**config.mk**
```make
export PLATFORM = sky130hd
export DESIGN_NAME = sram_arbiter_flat
export DESIGN_NICKNAME = d
export VERILOG_FILES = /design/src/rtl/sram_arbiter_if.sv /design/src/rtl/sram_arbiter.sv /design/src/flat_wrapper.sv
export SDC_FILE = /design/constraint.sdc
export NUM_CORES = 1
export LEC_CHECK = 0
export BUFFER_PORTS_ARGS = -buffer_cell sky130_fd_sc_hd__buf_2
export CORE_AREA = 2 2 108 110
export DETAILED_ROUTE_END_ITERATION = 7
export DIE_AREA = 0 0 110 112
export GPL_TIMING_DRIVEN = 0
export MAX_ROUTING_LAYER = met4
export PLACE_DENSITY = 0.52
export SETUP_SLACK_MARGIN = 0.3
export SYNTH_ARGS = -nofsm -noshare
export SYNTH_HDL_FRONTEND = slang
export SYNTH_SLANG_ARGS = --single-unit
```
**constraint.sdc**
```tcl
create_clock -name clk -period 1.8 [get_ports clk]
set_input_delay 0.27 -clock clk [delete_from_list [all_inputs] [get_ports clk]]
set_output_delay 0.27 -clock clk [all_outputs]
set_load 0.01 [all_outputs]
```
**src/rtl/sram_arbiter_if.sv**
```systemverilog
// Bus bundle between the fetch/memory stages, the arbiter and the unified SRAM.
// The slave modport is the arbiter's view. The master modport is the
// requesters' view, together with the SRAM read-data return path.
interface sram_arbiter_if;
    // fetch stage
    logic        if_req;
    logic [31:0] if_addr;
    logic        if_flush;
    logic        if_ready;
    logic        if_rvalid;
    logic [31:0] if_rdata;
    // memory stage
    logic        mem_req;
    logic        mem_we;
    logic [31:0] mem_addr;
    logic [31:0] mem_wdata;
    logic [2:0]  mem_mode;
    logic        mem_us;
    logic        mem_ready;
    logic        mem_rvalid;
    logic [31:0] mem_rdata;
    // sram port
    logic        sram_en;
    logic        sram_we;
    logic [31:0] sram_addr;
    logic [31:0] sram_wdata;
    logic [2:0]  sram_mode;
    logic        sram_us;
    logic [31:0] sram_rdata;

    modport slave (
        input  if_req, if_addr, if_flush,
        output if_ready, if_rvalid, if_rdata,
        input  mem_req, mem_we, mem_addr, mem_wdata, mem_mode, mem_us,
        output mem_ready, mem_rvalid, mem_rdata,
        output sram_en, sram_we, sram_addr, sram_wdata, sram_mode, sram_us,
        input  sram_rdata
    );

    modport master (
        output if_req, if_addr, if_flush,
        input  if_ready, if_rvalid, if_rdata,
        output mem_req, mem_we, mem_addr, mem_wdata, mem_mode, mem_us,
        input  mem_ready, mem_rvalid, mem_rdata,
        input  sram_en, sram_we, sram_addr, sram_wdata, sram_mode, sram_us,
        output sram_rdata
    );
endinterface

```
**src/rtl/sram_arbiter.sv**
```systemverilog
// Single-port SRAM arbiter for the fetch and memory stages.
// Data accesses have priority. A starvation counter guarantees fetch a grant
// after STARVE_MAX contended data grants. Each 1-cycle read response is routed
// back to the requester that was granted in the previous cycle.
module sram_arbiter #(
    parameter int unsigned STARVE_MAX = 4
) (
    input logic          clk,
    input logic          reset,
    sram_arbiter_if.slave bus
);
    localparam int unsigned CNT_W  = 4;
    localparam int unsigned DATA_W = 32;
    localparam int unsigned MODE_W = 3;

    localparam logic [CNT_W-1:0]  STARVE_LIM = CNT_W'(STARVE_MAX);
    localparam logic [MODE_W-1:0] MODE_WORD  = MODE_W'(3'b010);

    typedef enum logic [1:0] {
        GNT_NONE = 2'd0,
        GNT_IF   = 2'd1,
        GNT_MEM  = 2'd2
    } grant_t;

    grant_t             grant;
    logic               if_elig;
    logic [CNT_W-1:0]   starve_cnt;
    logic [CNT_W-1:0]   starve_cnt_next;
    logic               resp_if;
    logic               resp_if_next;
    logic               resp_mem;
    logic               resp_mem_next;

    // State: starvation counter and in-flight read ownership
    always_ff @(posedge clk or negedge reset) begin
        if (!reset) begin
            starve_cnt <= '0;
            resp_if    <= 1'b0;
            resp_mem   <= 1'b0;
        end else begin
            starve_cnt <= starve_cnt_next;
            resp_if    <= resp_if_next;
            resp_mem   <= resp_mem_next;
        end
    end

    // Grant decision and next-state for the counter and response trackers
    always_comb begin
        grant           = GNT_NONE;
        starve_cnt_next = '0;
        resp_if_next    = 1'b0;
        resp_mem_next   = 1'b0;
        if_elig         = bus.if_req && !bus.if_flush;

        if (bus.mem_req && (!if_elig || (starve_cnt != STARVE_LIM))) begin
            grant = GNT_MEM;
        end else if (if_elig) begin
            grant = GNT_IF;
        end

        // Count only data grants that made an eligible fetch wait
        if ((grant == GNT_MEM) && if_elig) begin
            starve_cnt_next = (starve_cnt == STARVE_LIM) ? STARVE_LIM
                                                         : starve_cnt + CNT_W'(1);
        end

        resp_if_next  = (grant == GNT_IF);
        resp_mem_next = (grant == GNT_MEM) && !bus.mem_we;
    end

    // SRAM command and ready handshakes for the granted requester
    always_comb begin
        bus.if_ready   = 1'b0;
        bus.mem_ready  = 1'b0;
        bus.sram_en    = 1'b0;
        bus.sram_we    = 1'b0;
        bus.sram_addr  = '0;
        bus.sram_wdata = '0;
        bus.sram_mode  = '0;
        bus.sram_us    = 1'b0;

        unique case (grant)
            GNT_IF: begin
                bus.if_ready  = 1'b1;
                bus.sram_en   = 1'b1;
                bus.sram_addr = bus.if_addr;
                bus.sram_mode = MODE_WORD;
            end
            GNT_MEM: begin
                bus.mem_ready  = 1'b1;
                bus.sram_en    = 1'b1;
                bus.sram_we    = bus.mem_we;
                bus.sram_addr  = bus.mem_addr;
                bus.sram_wdata = bus.mem_wdata;
                bus.sram_mode  = bus.mem_mode;
                bus.sram_us    = bus.mem_us;
            end
            default: begin
            end
        endcase
    end

    // Response routing; a flush kills a fetch response arriving this cycle
    always_comb begin
        bus.if_rvalid  = resp_if && !bus.if_flush;
        bus.mem_rvalid = resp_mem;
        bus.if_rdata   = bus.if_rvalid  ? bus.sram_rdata : DATA_W'(0);
        bus.mem_rdata  = bus.mem_rvalid ? bus.sram_rdata : DATA_W'(0);
    end

endmodule

```
**src/flat_wrapper.sv**
```systemverilog
// flat-port wrapper written by rule: the top's interface ports become plain ports
module sram_arbiter_flat 
#(
    parameter int unsigned STARVE_MAX = 4
)
  (clk, reset, bus_if_req, bus_if_addr, bus_if_flush, bus_if_ready, bus_if_rvalid, bus_if_rdata, bus_mem_req, bus_mem_we, bus_mem_addr, bus_mem_wdata, bus_mem_mode, bus_mem_us, bus_mem_ready, bus_mem_rvalid, bus_mem_rdata, bus_sram_en, bus_sram_we, bus_sram_addr, bus_sram_wdata, bus_sram_mode, bus_sram_us, bus_sram_rdata);
  sram_arbiter_if bus_i ();
  input logic clk;
  input logic reset;
  input wire logic [$bits(bus_i.if_req)-1:0] bus_if_req;
  input wire logic [$bits(bus_i.if_addr)-1:0] bus_if_addr;
  input wire logic [$bits(bus_i.if_flush)-1:0] bus_if_flush;
  output wire logic [$bits(bus_i.if_ready)-1:0] bus_if_ready;
  output wire logic [$bits(bus_i.if_rvalid)-1:0] bus_if_rvalid;
  output wire logic [$bits(bus_i.if_rdata)-1:0] bus_if_rdata;
  input wire logic [$bits(bus_i.mem_req)-1:0] bus_mem_req;
  input wire logic [$bits(bus_i.mem_we)-1:0] bus_mem_we;
  input wire logic [$bits(bus_i.mem_addr)-1:0] bus_mem_addr;
  input wire logic [$bits(bus_i.mem_wdata)-1:0] bus_mem_wdata;
  input wire logic [$bits(bus_i.mem_mode)-1:0] bus_mem_mode;
  input wire logic [$bits(bus_i.mem_us)-1:0] bus_mem_us;
  output wire logic [$bits(bus_i.mem_ready)-1:0] bus_mem_ready;
  output wire logic [$bits(bus_i.mem_rvalid)-1:0] bus_mem_rvalid;
  output wire logic [$bits(bus_i.mem_rdata)-1:0] bus_mem_rdata;
  output wire logic [$bits(bus_i.sram_en)-1:0] bus_sram_en;
  output wire logic [$bits(bus_i.sram_we)-1:0] bus_sram_we;
  output wire logic [$bits(bus_i.sram_addr)-1:0] bus_sram_addr;
  output wire logic [$bits(bus_i.sram_wdata)-1:0] bus_sram_wdata;
  output wire logic [$bits(bus_i.sram_mode)-1:0] bus_sram_mode;
  output wire logic [$bits(bus_i.sram_us)-1:0] bus_sram_us;
  input wire logic [$bits(bus_i.sram_rdata)-1:0] bus_sram_rdata;
  assign bus_i.if_req = bus_if_req;
  assign bus_i.if_addr = bus_if_addr;
  assign bus_i.if_flush = bus_if_flush;
  assign bus_if_ready = bus_i.if_ready;
  assign bus_if_rvalid = bus_i.if_rvalid;
  assign bus_if_rdata = bus_i.if_rdata;
  assign bus_i.mem_req = bus_mem_req;
  assign bus_i.mem_we = bus_mem_we;
  assign bus_i.mem_addr = bus_mem_addr;
  assign bus_i.mem_wdata = bus_mem_wdata;
  assign bus_i.mem_mode = bus_mem_mode;
  assign bus_i.mem_us = bus_mem_us;
  assign bus_mem_ready = bus_i.mem_ready;
  assign bus_mem_rvalid = bus_i.mem_rvalid;
  assign bus_mem_rdata = bus_i.mem_rdata;
  assign bus_sram_en = bus_i.sram_en;
  assign bus_sram_we = bus_i.sram_we;
  assign bus_sram_addr = bus_i.sram_addr;
  assign bus_sram_wdata = bus_i.sram_wdata;
  assign bus_sram_mode = bus_i.sram_mode;
  assign bus_sram_us = bus_i.sram_us;
  assign bus_i.sram_rdata = bus_sram_rdata;
  sram_arbiter #(.STARVE_MAX(STARVE_MAX)) u_core (.clk(clk), .reset(reset), .bus(bus_i));
endmodule
```
Word-level counts from Yosys, hierarchy flattened. Cells that the tools add are included.

$add $sub $neg: 1. Equal/unequal tests: 4. Multiplexer cells: 14. Reduce and logical (&&, ||, !) cells: 10.

Operator list (count): 32-bit two-way mux (3); 32-bit one-hot mux with 2 select lines (1); 4-bit two-way mux (2); 1-bit two-way mux (6); 3-bit one-hot mux with 2 select lines (1); 1-bit logical AND (5); 4-bit by 1-bit adder with 4-bit output (second input constant) (1); 4-bit by 3-bit equality test with 1-bit output (second input constant) (1); 4-bit by 3-bit inequality test with 1-bit output (second input constant) (1); 1-bit logical NOT (3); 2-bit by 1-bit equality test with 1-bit output (second input constant) (1); 2-bit equality test (second input constant) (1); 2-bit two-way mux (1); 2-bit OR reduction (1); 1-bit logical OR (1).

Flip-flop bits (word level): 6. Input bits: 138. Output and inout bits: 138.

Depth between registers and ports, before layout.
Depth after elaboration: 9. Depth in mapped cells: 7. Gate-level depth less buffers: 5.

Least setup slack after synthesis. OpenSTA, ideal clock, no wires.

Path type: flip-flop to output port. Start: reg u_core.starve_cnt[0]. End: out bus_sram_addr[0]. Arrival: 1.448 ns. Required time: 1.530 ns. Path slack: 0.082 ns. Cell stages (with the launch flop): 8. Buffers on the path: 2. Path through: dfrtp_1 > inv_1 > ha_1 > nand3b_4 > o21a_1 > buf_6 > buf_6 > a22o_1.

Cells in the longest elaborated chain, start to end: 6.

Ends and longest elaborated chain: from (decl) (RTL line sram_arbiter.sv:27) `logic [CNT_W-1:0] starve_cnt;`; from (signal assigned) (RTL line sram_arbiter.sv:41) `starve_cnt <= starve_cnt_next;`; 4-bit by 3-bit inequality test with 1-bit output (*) (RTL line sram_arbiter.sv:55) `if (bus.mem_req && (!if_elig || (starve_cnt != STARVE_LIM))) begin`; 1-bit logical OR (*) (RTL line sram_arbiter.sv:55); 1-bit logical AND (*) (RTL line sram_arbiter.sv:55); 2-bit two-way mux (*) (RTL line sram_arbiter.sv:55); 2-bit equality test or 2-bit by 1-bit equality test with 1-bit output (tied branches) (RTL line sram_arbiter.sv:82) `unique case (grant)`; 32-bit one-hot mux with 2 select lines (*) (RTL line sram_arbiter.sv:82); to (decl) (RTL line flat_wrapper.sv:27) `output wire logic [$bits(bus_i.sram_addr)-1:0] bus_sram_addr;`.

Mark *: on every way between the ends. The rest lies on a longest branch, timed or not.

Worst setup path after layout.
Start: reg u_core.starve_cnt[0]. End: out bus_sram_addr[20].

The elaborated chain is that of the path after synthesis.

==> impl_results.md <==
* Number of nets still failing antenna checks after routing at 0
* Endpoint kind of the worst setup timing path: output pin
* Placeable Area at 11200 um2
* H-tree depth at 1
* Violated checks: setup timing
* Worst endpoint required time at 1.53 ns
* Antenna diodes at 0
* Status: complete, but fails checks
* Cell count after synthesis at 182
* Clock Sink Count at 6
* Share of the synthesized area in the top cell type at 46.3%
* Worst-Skew Late Latency at 0.23 ns
* Classification of the worst setup path: flop to output pin
* Net count reported at finish at 621
* Share of post-route cells with drive strength above 1 at 77.7%
* Arrival time reported for the critical path endpoint at 1.81 ns
* Overall via count from detail_route at 2419
* Power consumption at 0.00118 W
* Post-CTS clock slew at the launch and capture registers of the worst setup and hold paths at 0.03 ns
* Maximum operating frequency at 480 MHz
* Site row count at 39
* Die area at 12300 um2
* Cell Pwr Density at 322 nW/um2
* Post-DR wirelength/cell at 13.0 um
* Detailed Route WL at 8.10 mm
* Total of max-cap violations at 0
* CTS Buf Count at 3
* Final hold vios at 0
* Number of optimization iterations in the first detailed-route pass at 4
* Layout Skew at 0.000597 ns
* Number of I/O port buffers at 275
* Ratio of routed vias to standard cells at 3.89
* Highest fanout seen on the critical path at 6
* Warnings, synthesis at 0
* DRC viols at 0
* Highest ir drop seen on vdd at 0.128 mV
* Least setup slack across all paths after layout at -0.282 ns
* Hold Path Cell Cnt at 2
* Most area-hungry cell type in the Yosys netlist: sky130_fd_sc_hd__and2_1
* Count of routing violations after the opening detailed-route iteration at 54
* First-pass GRT wire length at 10.6 mm
* Pin count of the biggest net entering global routing at 12
* Top-Level Pins at 276
* Distinct cell type count of the synthesized netlist at 22
* Initial core utilization at 12.1%
* Die span in y at 112 um
* Class of the worst hold path: input port to flop
* RSZ-0062 raised after global routing: true
* Critical path startpoint category: flop
* Number of nets in the synthesized netlist at 322
* Half-perimeter wire length of the detailed placement result at 6.57 mm
* Setup TNS Final at -16.03 ns
* Share of synthesized area occupied by flip-flops and latches at 11.1%
* Transition time of the tightest slew-check pin at 0.207 ns
* Die W at 110 um
* Number of cell instances on the worst register-to-register path at 7
* Post-layout min period at 2.08 ns
* Average size of a mapped cell at 7.42 um2
* Via count of the first global-routing pass at 2187
* Setup-failing EPs final at 70
* Relative slew slack at 86.1%
* Cell types occupying the most area after synthesis: sky130_fd_sc_hd__and2_1, sky130_fd_sc_hd__a22o_1, sky130_fd_sc_hd__dfrtp_1, sky130_fd_sc_hd__buf_6, sky130_fd_sc_hd__clkbuf_1
* Max Transition Viols Final at 0
* TritonCTS clock tree: built
* Post-synthesis to final-layout area growth at 171%
* Antenna violations before repair at 0
* Syn Std Cell Area at 1350 um2
* Buffer levels on the longest clock path at 2
* Overall Global Routing Usage at 11.4%
* Clk Tree Root Cell: sky130_fd_sc_hd__clkbuf_16
* Final Cycle Share at 116%
* Leakage power summed over all cells at 2.16 nW
* Number of synthesized register bits at 6
* Residual overflow from global routing at 0
* Final RePlAce weighted congestion at 0.841
==> cells by family (layout without fill, tap and decap cells) <==
family	count (synthesis)	after routing	synth area share (%)
adders and majority gates	2	2	1.85
AOI/OAI and AO/OA	36	36	22.9
buffers and inverters	22	319	9.82
and+or+nand+nor	115	115	53.6
DFF	6	6	11.1
muxes	1	1	0.741
==> placed cells by master, fill, tap and decap left out, types with 2 or more instances in the layout <==
cell,n
sky130_fd_sc_hd__inv_1,2
sky130_fd_sc_hd__buf_2,239
sky130_fd_sc_hd__a22o_1,32
sky130_fd_sc_hd__and2_4,50
sky130_fd_sc_hd__and2_1,50
sky130_fd_sc_hd__buf_6,44
sky130_fd_sc_hd__nand2_1,3
sky130_fd_sc_hd__inv_2,2
sky130_fd_sc_hd__nor3_1,3
sky130_fd_sc_hd__clkbuf_2,3
sky130_fd_sc_hd__buf_12,2
sky130_fd_sc_hd__dfrtp_1,5
sky130_fd_sc_hd__nor2_1,2
sky130_fd_sc_hd__clkbuf_16,5
sky130_fd_sc_hd__buf_8,7
sky130_fd_sc_hd__buf_4,12
==> worst max-delay path, cell delays in order, from the launching register on <==
cell                        delay [ns]
sky130_fd_sc_hd__dfrtp_1          0.38
sky130_fd_sc_hd__inv_2            0.09
sky130_fd_sc_hd__ha_4             0.15
sky130_fd_sc_hd__nand3b_4         0.10
sky130_fd_sc_hd__o21a_1           0.21
sky130_fd_sc_hd__buf_6            0.15
sky130_fd_sc_hd__clkbuf_16        0.15
sky130_fd_sc_hd__a22o_1           0.21
sky130_fd_sc_hd__buf_2            0.14
==> final timing paths <==
kind | slack (ns) | to | startpoint
max | -0.28 | bus_sram_addr[20] | u_core.starve_cnt[0]
min | 0.22 | u_core.bus.mem_rvalid | bus_mem_we
max reg2reg | 0.32 | u_core.bus.mem_rvalid | u_core.starve_cnt[0]
min reg2reg | 0.64 | u_core.starve_cnt[2] | u_core.starve_cnt[2]
max in group asynchronous | 1.22 | u_core.bus.mem_rvalid | reset
min in group asynchronous | 0.42 | u_core.starve_cnt[2] | reset
==> final cells by class <==
class                      count  area [um2]
sequential                     6         151
fill                        1152        7510
tap                          143         179
timing repair buffer         294        1840
inverter                       4        15.0
clock buffer                   3        75.1
buffer                        18         188
multi-input combinational    154        1220
==> where the power goes <==
group / switching, W / internal, W
Sequential: 0.00000302 / 0.000139
Clock: 0.0000735 / 0.000285
Combinational: 0.000290 / 0.000387
Total: 0.000367 / 0.000811
==> state kept, by name, summed over array words and instances, names as in the netlist <==
signal	count
u_core.resp_if	1
u_core.starve_cnt	4
u_core.bus.mem_rvalid	1
==> cells in the mapped netlist <==
cell type,n
sky130_fd_sc_hd__a21o_1,1
sky130_fd_sc_hd__a21oi_1,1
sky130_fd_sc_hd__a21oi_2,1
sky130_fd_sc_hd__a22o_1,32
sky130_fd_sc_hd__and2_1,100
sky130_fd_sc_hd__buf_2,4
sky130_fd_sc_hd__buf_6,6
sky130_fd_sc_hd__clkbuf_1,8
sky130_fd_sc_hd__dfrtp_1,6
sky130_fd_sc_hd__ha_1,2
sky130_fd_sc_hd__inv_1,4
sky130_fd_sc_hd__mux2i_1,1
sky130_fd_sc_hd__nand2_1,3
sky130_fd_sc_hd__nand2b_1,1
sky130_fd_sc_hd__nand2b_4,1
sky130_fd_sc_hd__nand3_1,1
sky130_fd_sc_hd__nand3b_4,1
sky130_fd_sc_hd__nor2_1,2
sky130_fd_sc_hd__nor2b_1,2
sky130_fd_sc_hd__nor3_1,3
sky130_fd_sc_hd__nor4_1,1
sky130_fd_sc_hd__o21a_1,1
==> metal layers <==
| layer | up-vias | global-route usage (%) | part of all wire, % |
|---|---|---|---|
| met3 | 7 | 0.878 | 8.6 |
| met1 | 1057 | 11.7 | 35 |
| li1 | 1197 | - | - |
| met5 | - | - | 0 |
| met2 | 158 | 22.6 | 56 |
| met4 | 0 | 2.78 | 0.95 |
==> metrics by stage <==
step	setup slack [ns]	hold slack (ns)	std cells	instance area [um2]	utilization, %
floorplan	0.178	-0.0256	182	1420	-
global route	-0.346	0.232	622	3660	32.8
detailed placement	-0.143	0.105	600	2970	26.6
finish	-0.282	0.219	622	3660	32.8
global placement	-0.146	0.107	600	2970	26.6
CTS	-0.274	0.231	616	3340	29.9
==> repair_timing <==
| item | in CTS | in global routing |
|---|---|---|
| resized for setup | 49 | 61 |
| endpoints found under the hold margin | 6 | 0 |
| pin swaps | 28 | 5 |
| buffers inserted | 8 | 4 |
| cloned | 4 | 2 |
| endpoints found under the setup margin | 134 | 124 |
| hold buffers | 1 | 0 |
Note: power is estimated with default switching activity, not from simulation.
